## src/rtl/strip_pkg.sv

```systemverilog
// Shared widths, state encodings and default timing constants for the strip frame controller.
package strip_pkg;

  localparam int NUM_LEDS = 5;
  localparam int GRB_W    = NUM_LEDS * 24;

  localparam logic [19:0] FRAME_TICKS_DEF = 20'd833333;
  localparam logic [15:0] GAP_TICKS_DEF   = 16'd15000;
  localparam logic [4:0]  START_TMO_DEF   = 5'd16;

  typedef logic [GRB_W-1:0] grb_t;
  typedef logic [2:0]       state_t;

  localparam state_t ST_IDLE       = 3'd0;
  localparam state_t ST_LAUNCH     = 3'd1;
  localparam state_t ST_WAIT_START = 3'd2;
  localparam state_t ST_WAIT_DONE  = 3'd3;
  localparam state_t ST_GAP        = 3'd4;

endpackage

```

## src/rtl/strip_frame_arbiter_rr.sv

```systemverilog
// Two-way round-robin arbiter; owns the last-grant history.
// Latency: combinational grant, history updated on the granting edge.
// Backpressure: grants only while en is high; requesters hold their level until granted.
module rr_arbiter2
  import strip_pkg::*;
(
  input  logic       clk,
  input  logic       reset,
  input  logic       en,
  input  logic [1:0] req,
  output logic [1:0] gnt
);

  logic last_grant;

  always_comb begin
    gnt = 2'b00;
    if (en) begin
      // On a tie the requester that did not win last time goes first.
      if (req == 2'b11) gnt = last_grant ? 2'b01 : 2'b10;
      else              gnt = req;
    end
  end

  always_ff @(posedge clk or posedge reset) begin
    if (reset)              last_grant <= 1'b1;
    else if (gnt != 2'b00)  last_grant <= gnt[1];
  end

endmodule

```

## src/rtl/strip_frame_arbiter.sv

```systemverilog
// Frame controller sharing one WS2812B sender between two requesters (FRAME_PACE_EN adds fixed-rate pacing).
// Latency: grant one cycle after request in IDLE, Go earliest the cycle after grant.
// Backpressure: waits on sendReady (and the pacing tick); requests outside IDLE stay held by the requester.
module strip_frame_arbiter
  import strip_pkg::*;
#(
  parameter logic [19:0] FRAME_TICKS = FRAME_TICKS_DEF,
  parameter logic [15:0] GAP_TICKS   = GAP_TICKS_DEF,
  parameter logic [4:0]  START_TMO   = START_TMO_DEF
) (
  input  logic             clk,
  input  logic             reset,
  input  logic             req0,
  input  logic             req1,
  input  logic [GRB_W-1:0] seq0,
  input  logic [GRB_W-1:0] seq1,
  output logic             grant0,
  output logic             grant1,
  output logic [GRB_W-1:0] sendGRB,
  output logic             sendGo,
  input  logic             sendReady,
  output logic             busy,
  output logic             frameTick,
  output logic             errStart
);

  state_t      state;
  logic [15:0] gap_cnt;
  logic [4:0]  tmo_cnt;
  logic [1:0]  gnt;
  logic        arb_en;
  logic        launch_ok;
  logic        go_now;

  assign arb_en = (state == ST_IDLE);
  assign go_now = (state == ST_LAUNCH) && launch_ok;
  assign busy   = (state != ST_IDLE);

  rr_arbiter2 u_arb (
    .clk   (clk),
    .reset (reset),
    .en    (arb_en),
    .req   ({req1, req0}),
    .gnt   (gnt)
  );

`ifdef FRAME_PACE_EN
  logic [19:0] pace_cnt;
  logic        tick_pending;
  logic        pace_wrap;

  assign pace_wrap = (pace_cnt == FRAME_TICKS - 20'd1);
  assign launch_ok = sendReady && tick_pending;

  always_ff @(posedge clk or posedge reset) begin
    if (reset) begin
      pace_cnt     <= 20'd0;
      frameTick    <= 1'b0;
      tick_pending <= 1'b0;
    end else begin
      frameTick <= pace_wrap;
      pace_cnt  <= pace_wrap ? 20'd0 : pace_cnt + 20'd1;
      // A wrap coinciding with Go wins, so no period is ever skipped.
      if (pace_wrap)   tick_pending <= 1'b1;
      else if (go_now) tick_pending <= 1'b0;
    end
  end
`else
  logic unused_frame_ticks;
  assign unused_frame_ticks = ^FRAME_TICKS;
  assign launch_ok          = sendReady;
  assign frameTick          = 1'b0;
`endif

  always_ff @(posedge clk or posedge reset) begin
    if (reset) begin
      state    <= ST_IDLE;
      gap_cnt  <= 16'd0;
      tmo_cnt  <= 5'd0;
      grant0   <= 1'b0;
      grant1   <= 1'b0;
      sendGRB  <= '0;
      sendGo   <= 1'b0;
      errStart <= 1'b0;
    end else begin
      grant0   <= gnt[0];
      grant1   <= gnt[1];
      sendGo   <= go_now;
      errStart <= 1'b0;
      case (state)
        ST_IDLE: begin
          if (gnt != 2'b00) begin
            sendGRB <= gnt[1] ? seq1 : seq0;
            state   <= ST_LAUNCH;
          end
        end
        ST_LAUNCH: begin
          if (go_now) begin
            tmo_cnt <= 5'd0;
            state   <= ST_WAIT_START;
          end
        end
        ST_WAIT_START: begin
          if (!sendReady) begin
            state <= ST_WAIT_DONE;
          end else if (tmo_cnt == START_TMO - 5'd1) begin
            errStart <= 1'b1;
            gap_cnt  <= 16'd0;
            state    <= ST_GAP;
          end else begin
            tmo_cnt <= tmo_cnt + 5'd1;
          end
        end
        ST_WAIT_DONE: begin
          if (sendReady) begin
            gap_cnt <= 16'd0;
            state   <= ST_GAP;
          end
        end
        ST_GAP: begin
          // The gap must be an unbroken run of idle-sender cycles.
          if (!sendReady)                         gap_cnt <= 16'd0;
          else if (gap_cnt == GAP_TICKS - 16'd1)  state   <= ST_IDLE;
          else                                    gap_cnt <= gap_cnt + 16'd1;
        end
        default: state <= ST_IDLE;
      endcase
    end
  end

endmodule

```

## config.mk

```make
export PLATFORM = sky130hd
export DESIGN_NAME = strip_frame_arbiter
export DESIGN_NICKNAME = d
export VERILOG_FILES = /design/src/rtl/strip_pkg.sv /design/src/rtl/strip_frame_arbiter_rr.sv /design/src/rtl/strip_frame_arbiter.sv
export SDC_FILE = /design/constraint.sdc
export NUM_CORES = 1
export LEC_CHECK = 0
export CAP_MARGIN = 20
export CORE_AREA = 2 2 144 146
export CTS_CLUSTER_DIAMETER = 200
export DETAILED_ROUTE_END_ITERATION = 6
export DIE_AREA = 0 0 146 148
export PLACE_DENSITY = 0.82
export REMOVE_ABC_BUFFERS = 1
export SYNTH_ARGS = -nofsm -noshare
export SYNTH_HDL_FRONTEND = slang
export SYNTH_HIERARCHICAL = 1
export SYNTH_SLANG_ARGS = --single-unit
```

## constraint.sdc

```tcl
create_clock -name clk -period 5 [get_ports clk]
set_clock_uncertainty 0.1 [all_clocks]
set_input_delay 0.5 -clock clk [delete_from_list [all_inputs] [get_ports clk]]
set_output_delay 0.5 -clock clk [all_outputs]
set_load 0.03 [all_outputs]
```

After elaboration in Yosys (flattened, before gate mapping)
Index checks and enable logic that the tools add are counted.
- output and inout port bits: 126
- bits in registers: 149
- word-level logic and storage cells: 63
- $add $sub $neg: 2
- reduce and logical (&&, ||, !) cells: 10
- equality and inequality tests: 17
- mux-type cells: 25
- operators by type and width (kind ; count):
    2-to-1 mux 120 bit ; 1
    2-to-1 mux 16 bit ; 5
    one-hot mux 16 bit (3 select lines) ; 1
    2-to-1 mux 3 bit ; 7
    adder 16 x 1 -> 16 bit, second input constant ; 1
    equality test 16 x 14 -> 1 bit, second input constant ; 1
    2-to-1 mux 5 bit ; 3
    one-hot mux 3 bit (5 select lines) ; 1
    inequality test 2 bit, second input constant ; 7
    one-hot mux 5 bit (2 select lines) ; 1
    equality test 3 x 2 -> 1 bit, second input constant ; 2
    2-to-1 mux 2 bit ; 3
    inequality test 3 bit, second input constant ; 2
    AND reduction 6 bit ; 1
    nonzero test 3 bit ; 2
    adder 5 x 1 -> 5 bit, second input constant ; 1
    equality test 5 x 4 -> 1 bit, second input constant ; 1
    AND reduction 5 bit ; 1
    AND reduction 4 bit ; 1
    nonzero test 2 bit ; 2
    equality test 3 x 1 -> 1 bit, second input constant ; 1
    equality test 3 bit, second input constant ; 1
    logical NOT 3 bit ; 1
    2-to-1 mux 1 bit ; 3
    4 further kinds ; 4

Longest topological paths before layout
Gate-level depths: netlist of run 1.
- word-level depth: 6
- gate-level depth with buffers: 12
- depth with buffers taken out: 8

Modules after synthesis
The synthesis of run 1 kept the hierarchy.
- by module, submodules not included (module ; area an instance (um2) ; cells each ; sequential area each (um2) ; instances):
    strip_frame_arbiter ; 6951.7 ; 679 ; 3703.6 ; 1
    rr_arbiter2 ; 66.3 ; 9 ; 26.3 ; 1

Worst setup path before layout of run 1
OpenSTA, ideal clock, no wires.
- kind: register -> register
- start: reg state[2]
- end: reg sendGRB[0]
- setup slack: 2.338 ns
- stages on the path, launching flop included: 11
- setup time: 0.126 ns
- data required time: 4.774 ns
- path buffers: 4
- period minus slack after synthesis: 2.662 ns
- arrival: 2.436 ns
- cell sequence: dfrtp_1 clkbuf_1 or3_1 inv_1 nand2_1 a21oi_1 clkbuf_1 buf_2 clkbuf_1 mux2i_1 a21oi_1
- cells in the longest elaborated chain, start to end: 4
- ends and longest elaborated chain (item ; line ; text):
    start, declared ; strip_frame_arbiter.sv:27 ; state_t state;
    start signal, assigned ; strip_frame_arbiter.sv:77 ; state <= ST_IDLE;
    start signal, assigned ; strip_frame_arbiter.sv:94 ; state <= ST_LAUNCH;
    start signal, assigned ; strip_frame_arbiter.sv:100 ; state <= ST_WAIT_START;
    logical NOT 3 bit (*) ; strip_frame_arbiter.sv:35 ; assign arb_en = (state == ST_IDLE);
    via arb_en ; strip_frame_arbiter.sv:31 ; logic arb_en;
    2-to-1 mux 2 bit (*) ; strip_frame_arbiter_rr.sv:18 ; if (en) begin
    via gnt[1] ; strip_frame_arbiter.sv:30 ; logic [1:0] gnt;
    nonzero test 2 bit ; strip_frame_arbiter.sv:92 ; if (gnt != 2'b00) begin
    AND reduction 2 bit (no source line) ; -- ;
    end signal, assigned ; strip_frame_arbiter.sv:93 ; sendGRB <= gnt[1] ? seq1 : seq0;
    end, declared ; strip_frame_arbiter.sv:19 ; output logic [GRB_W-1:0] sendGRB,
The timed path passes the listed nets; every way through them passes the cells marked *.
A chain may end at the register's enable or synchronous reset.

Final worst setup path of run 1
- start: reg state[0]
- end: reg sendGRB[2]
The elaborated chain is that of the path after synthesis.

==> results of run 1 <==
worst register-to-register path, delay by kind of cell (launching register included):
family / cells / cell delay (ns)
AO/OA/AOI/OAI: 2 / 0.32
flip-flops: 1 / 0.45
buffers and inverters: 3 / 1.13
AND/OR/NAND/NOR: 5 / 0.99
power breakdown:
part	total, mW	switching (mW)	internal, mW	leakage, nW
clock	1.28	0.541	0.740	0.274
sequential	2.07	0.316	1.75	1.72
combinational	3.67	2.14	1.53	2.51
registers in the layout, indices dropped and copies added, names as in the netlist:
register and flops:
gap_cnt 16, tmo_cnt 5, u_arb/last_grant 1, grant0 1
state 3, sendGo 1, sendGRB 120, errStart 1
grant1 1
routing by layer:
metal,part of all wire [%],vias up
li1,-,3126
met1,39,3098
met2,51,233
met3,6.5,43
met4,2.8,0
met5,0,-
how the worst min path moves through the flow:
stage / from / to / cells after the start
global placement: tmo_cnt[4] / tmo_cnt[4] / 2
floorplan: reset / u_arb/last_grant / 1
global route: reset / u_arb/last_grant / 2
finish: tmo_cnt[4] / tmo_cnt[4] / 2
detailed placement: tmo_cnt[4] / tmo_cnt[4] / 2
CTS: reset / u_arb/last_grant / 2
cells by family after synthesis:
family | count (synthesis) | synth area share (%)
multiplexers | 121 | 17.3
AND/OR/NAND/NOR | 187 | 12.0
AO/OA/AOI/OAI | 166 | 13.2
buffers and inverters | 60 | 3.71
adder cells (fa/ha/maj) | 3 | 0.535
flip-flops | 149 | 53.1
XOR/XNOR | 1 | 0.125
other | 1 | 0.0534
cell type report:
class	count	area, µm²	area share (%)
Clock inverter	13	149	1.29
Antenna cell	2	5.00	0.0435
Multi-Input combinational cell	479	3040	26.4
Clock buffer	18	429	3.73
Sequential cell	149	3730	32.4
Tap cell	270	338	2.93
Inverter	13	53.8	0.467
Timing Repair Buffer	375	3760	32.7
layout by cell type (no fill, tap or decap), types with 4 or more instances in the layout:
cell,count
clkdlybuf4s50_1,369
dfrtp_1,148
nor2_1,127
a21oi_1,127
mux2i_1,121
clkbuf_16,17
nand2_1,13
o21ai_0,12
inv_1,10
nand3_1,10
or3_1,5
inv_6,5
and3_1,4
nand4_1,4
nor3_1,4
buf_4,4
==> results_dict.tcl, run 1 <==
set metrics [dict create \
    outcome "complete, no violations" \
    r2r_slack_ns 1.94 \
    ys_ff_latch 149 \
    root_buffer "clkbuf_16" \
    io_buffers 369 \
    tritoncts "built" \
    grt_pass1_wl_mm 36.1 \
    period_needed_ns 3.06 \
    post_cts_buffers 0 \
    max_stage_delay_ns 0.59 \
    cts.sinks 149 \
    rr_startpoint "state[0]" \
    fp.coreArea_mm2 0.0200 \
    vias 6500 \
    grt-busiest-layer "met2" \
    place_hpwl_mm 17.7 \
    fmax_ghz 0.327 \
    fin_crit_sh_pct 61.2 \
    reg2reg_depth 10 \
    syn_inst 688 \
    slew_headroom_pct 39.8 \
    start_kind "register" \
    ys_top_cells_by_count "dfrtp_1, a21oi_1, nor2_1" \
    die_area_mm2 0.0216 \
    cts.clk_slew.worst_paths_ns 0.07 \
    synth_top_area_share_pct 52.8 \
    p_total_mw 7.01 \
    grt_pass1_vias 6538 \
    path_max_fanout 64 \
    timing.final.ws_setup_ns 1.94 \
    cts_buffer_depth 2 \
    fin_area_mm2 0.0115 \
    endpoint "sendGRB[2]" \
    synth_most_common_cell "dfrtp_1" \
    synthArstFlopShare_pct 100 \
    firstDrtPassIters 5 \
    gr-usage-met2_pct 37.7 \
    insertion_delay_ns 0.42 \
    post_dp_cell_area_mm2 0.0109 \
    wl_per_cell_um 18.0 \
    final_util_pct 57.4 \
    worstPathCellList "or3_1 -> inv_1 -> nand2_1 -> a21oi_4 -> nor2_1 -> nor2_4 -> buf_4 -> buf_4 -> nor2_1 -> a21oi_1" \
    placedCellCount 1286 \
    grt_usage_pct 21.5 \
    routed_wl_mm 23.8 \
    yosysTopAreaCell "dfrtp_1" \
    cts_resized 0 \
    tightestPinTransition_ns 0.903 \
    peakVddDrop_mv 0.537 \
    fin_nets 1283 \
    grt_max_degree 131 \
    path_class "register to register" \
    syn-cell-area_mm2 0.00702 \
    fp.dieW_um 146 \
    worstPathArrival_ns 3.31 \
    cpLargestDelayFamily "buffers and inverters" \
    antenna_found_initial 2 \
    setup_viol_count_final 0 \
    crit_slowest_cell "buf_4" \
    met3_usage_pct 6.11 \
    design.portCount 371 \
    yosys.cell_types.count 56 \
    startpoint "state[0]" \
    yosysWarnings 6 \
    r2r_end "sendGRB[2]" \
    cp_num_cells 10 \
    antenna_left 0 \
    drive_above_1_share_pct 4.68 \
    hold_violations 0 \
    synth-main-ff-cell "dfrtp_1" \
    yosysSeqAreaShare_pct 53.1 \
    fin_cells 1319 \
    slew_violations 0 \
    hold_buffers 0 \
    cts_inserted_buffers 17 \
    drt-vias-per-instance 4.93 \
    use_met1_pct 25.3 \
    place.gp.congestion 0.840 \
    critPathRequiredTime_ns 5.25 \
    crit_buf_inv 3 \
    synth_area_leaders "dfrtp_1, mux2i_1, a21oi_1" \
    die_h_um 148 \
    drc_errors 0 \
    synth_edf_count 0 \
    nFillCells 1751 \
    worstHoldPathType "register to register" \
    syn_to_final_growth_pct 64.0 \
    rows 52 \
    total_leakage_power_nw 4.50 \
    postSynthAreaPerCell_um2 10.2 \
    htreeDepth 4 \
    rsz0062_at_grt "no" \
    drt_iter0_markers 284 \
    setup_tns_ns 0 \
    powerDensity_mw_per_mm2 609 \
    fin_hold_ws_ns 0.403 \
    endpoint_kind "register" \
    start_util_pct 35.0 \
    dp_slack_ns 1.98 \
    drv_cap 0 \
    grt_overflow 0 \
]
Note: power is estimated with default switching activity, not from simulation.
==> inputs of run 2 (changes only) <==
==> constraint.sdc (replaced) <==
create_clock -name clk -period 3.2 [get_ports clk]
set_clock_uncertainty 0.1 [all_clocks]
set_input_delay 0.32 -clock clk [delete_from_list [all_inputs] [get_ports clk]]
set_output_delay 0.32 -clock clk [all_outputs]
set_load 0.03 [all_outputs]
==> run 2 against run 1 <==
Net effect: clock power up 53%; global-route usage is 0.21 points lower; count of clock-buffer cells in the layout unchanged; critical endpoint is now sendGRB[28]; highest routed layer unchanged; final cell count grew 0.53%; critical path type unchanged; cell area grew 0.65%; register-to-register slack lost 1.3 ns; critical path depth decreased by 1; maximum frequency increased by 18%; wire length decreased by 2.2%; core utilization grew 0.37 points; worst hold slack got worse by 0.24 ns; non-clock buffer count grew 4.
==> results_dict.tcl, run 2 (synthesis results as in run 1) <==
set metrics [dict create \
    die_h_um 148 \
    cts_inserted_buffers 17 \
    grt_pass1_wl_mm 35.7 \
    post_cts_buffers 0 \
    period_needed_ns 2.59 \
    start_kind "register" \
    tightestPinTransition_ns 0.683 \
    io_buffers 369 \
    drc_errors 0 \
    dp_slack_ns 0.674 \
    critPathRequiredTime_ns 3.44 \
    antenna_found_initial 4 \
    path_max_fanout 108 \
    grt_pass1_vias 6540 \
    fin_crit_sh_pct 80.8 \
    largest-register "sendGRB" \
    design.portCount 371 \
    setup_viol_count_final 0 \
    tritoncts "built" \
    place_hpwl_mm 17.8 \
    wl_per_cell_um 17.5 \
    path_class "register to register" \
    hold_violations 0 \
    worstHoldPathType "primary input to async pin" \
    vias 6521 \
    grt_usage_pct 21.3 \
    drv_cap 0 \
    drt_iter0_markers 302 \
    die_area_mm2 0.0216 \
    nFillCells 1715 \
    place.gp.congestion 0.821 \
    powerDensity_mw_per_mm2 943 \
    drive_above_1_share_pct 5.23 \
    rsz0062_at_grt "no" \
    syn_to_final_growth_pct 65.1 \
    timing.final.ws_setup_ns 0.613 \
    layout_common_cells "clkdlybuf4s50_1, dfrtp_1, nor2_1, a21oi_1, mux2i_1" \
    worstPathArrival_ns 2.82 \
    grt_overflow 0 \
    slew_violations 0 \
    fp.dieW_um 146 \
    total_leakage_power_nw 4.54 \
    cts.clk_slew.worst_paths_ns 0.07 \
    grt_max_degree 111 \
    slew_headroom_pct 54.1 \
    rows 52 \
    final_common_cell "clkdlybuf4s50_1" \
    cts_resized 0 \
    htreeDepth 4 \
    start_util_pct 35.0 \
    root_buffer "clkbuf_16" \
    firstDrtPassIters 5 \
    fp.coreArea_mm2 0.0200 \
    insertion_delay_ns 0.42 \
    endpoint_kind "register" \
    hold_buffers 0 \
    largest_registers "sendGRB (120), gap_cnt (16), tmo_cnt (5)" \
    cts_buffer_depth 2 \
    antenna_left 0 \
    peakVddDrop_mv 0.546 \
    post_dp_cell_area_mm2 0.0110 \
    drt-vias-per-instance 4.92 \
    largest_reg_flops 120 \
    setup_tns_ns 0 \
    outcome "complete, no violations" \
    r2r_slack_ns 0.61 \
    fmax_ghz 0.387 \
    cts.sinks 149 \
    fin_nets 1287 \
    fin_area_mm2 0.0116 \
    routed_wl_mm 23.2 \
]
-- run 2: per-stage QoR --
step	hold WS [ns]	instances	util, %	total power [mW]
after CTS	0.165	1322	57.8	11.0
after detailed placement	0.398	1290	54.9	9.01
final	0.168	1326	57.8	10.9
after global routing	0.187	1325	57.8	11.5
after floorplan	0.110	641	-	6.80
after global placement	0.388	1290	54.9	8.85
-- run 2: path summary, 6_finish.rpt --
path	start	endpoint	cells past startpoint
min in group clk	tmo_cnt[4]	tmo_cnt[4]	2
hold reg to reg	tmo_cnt[4]	tmo_cnt[4]	2
setup / recovery	state[0]	sendGRB[28]	9
setup reg to reg	state[0]	sendGRB[28]	9
hold / removal	reset	grant0	2
max in group asynchronous	reset	sendGRB[69]	3
-- run 2: critical path: stages (launching register included) --
cell     delay (ns)
dfrtp_1        0.46
or3_1          0.47
inv_1          0.12
nand2_1        0.11
a21oi_4        0.21
nor2_1         0.12
nor2_4         0.20
buf_12         0.37
nor2_1         0.10
a21oi_1        0.14
-- run 2: metal layers --
metal | up-vias | routed length [µm] | part of all wire, % | track usage (%)
li1 | 3133 | - | - | -
met1 | 3114 | 9170 | 39 | 25.2
met2 | 237 | 12000 | 52 | 38.1
met3 | 37 | 1500 | 6.5 | 5.40
met4 | 0 | 555 | 2.4 | 6.75
met5 | - | 0 | 0 | 0
-- run 2: area by class of cell --
type | count | area, µm² | share of cell area (%)
clock buffers | 18 | 439 | 3.79
diodes | 4 | 10.0 | 0.0864
flip-flops and latches | 149 | 3730 | 32.2
inverters | 13 | 53.8 | 0.464
multi-input cells | 479 | 3040 | 26.3
repair buffers | 379 | 3830 | 33.1
well taps | 270 | 338 | 2.92
clock inverters | 14 | 141 | 1.22
-- run 2: where the power goes --
group          switching (mW)  internal, mW
sequential              0.484          2.73
clock                   0.850          1.11
combinational            3.33          2.42
total                    4.66          6.26
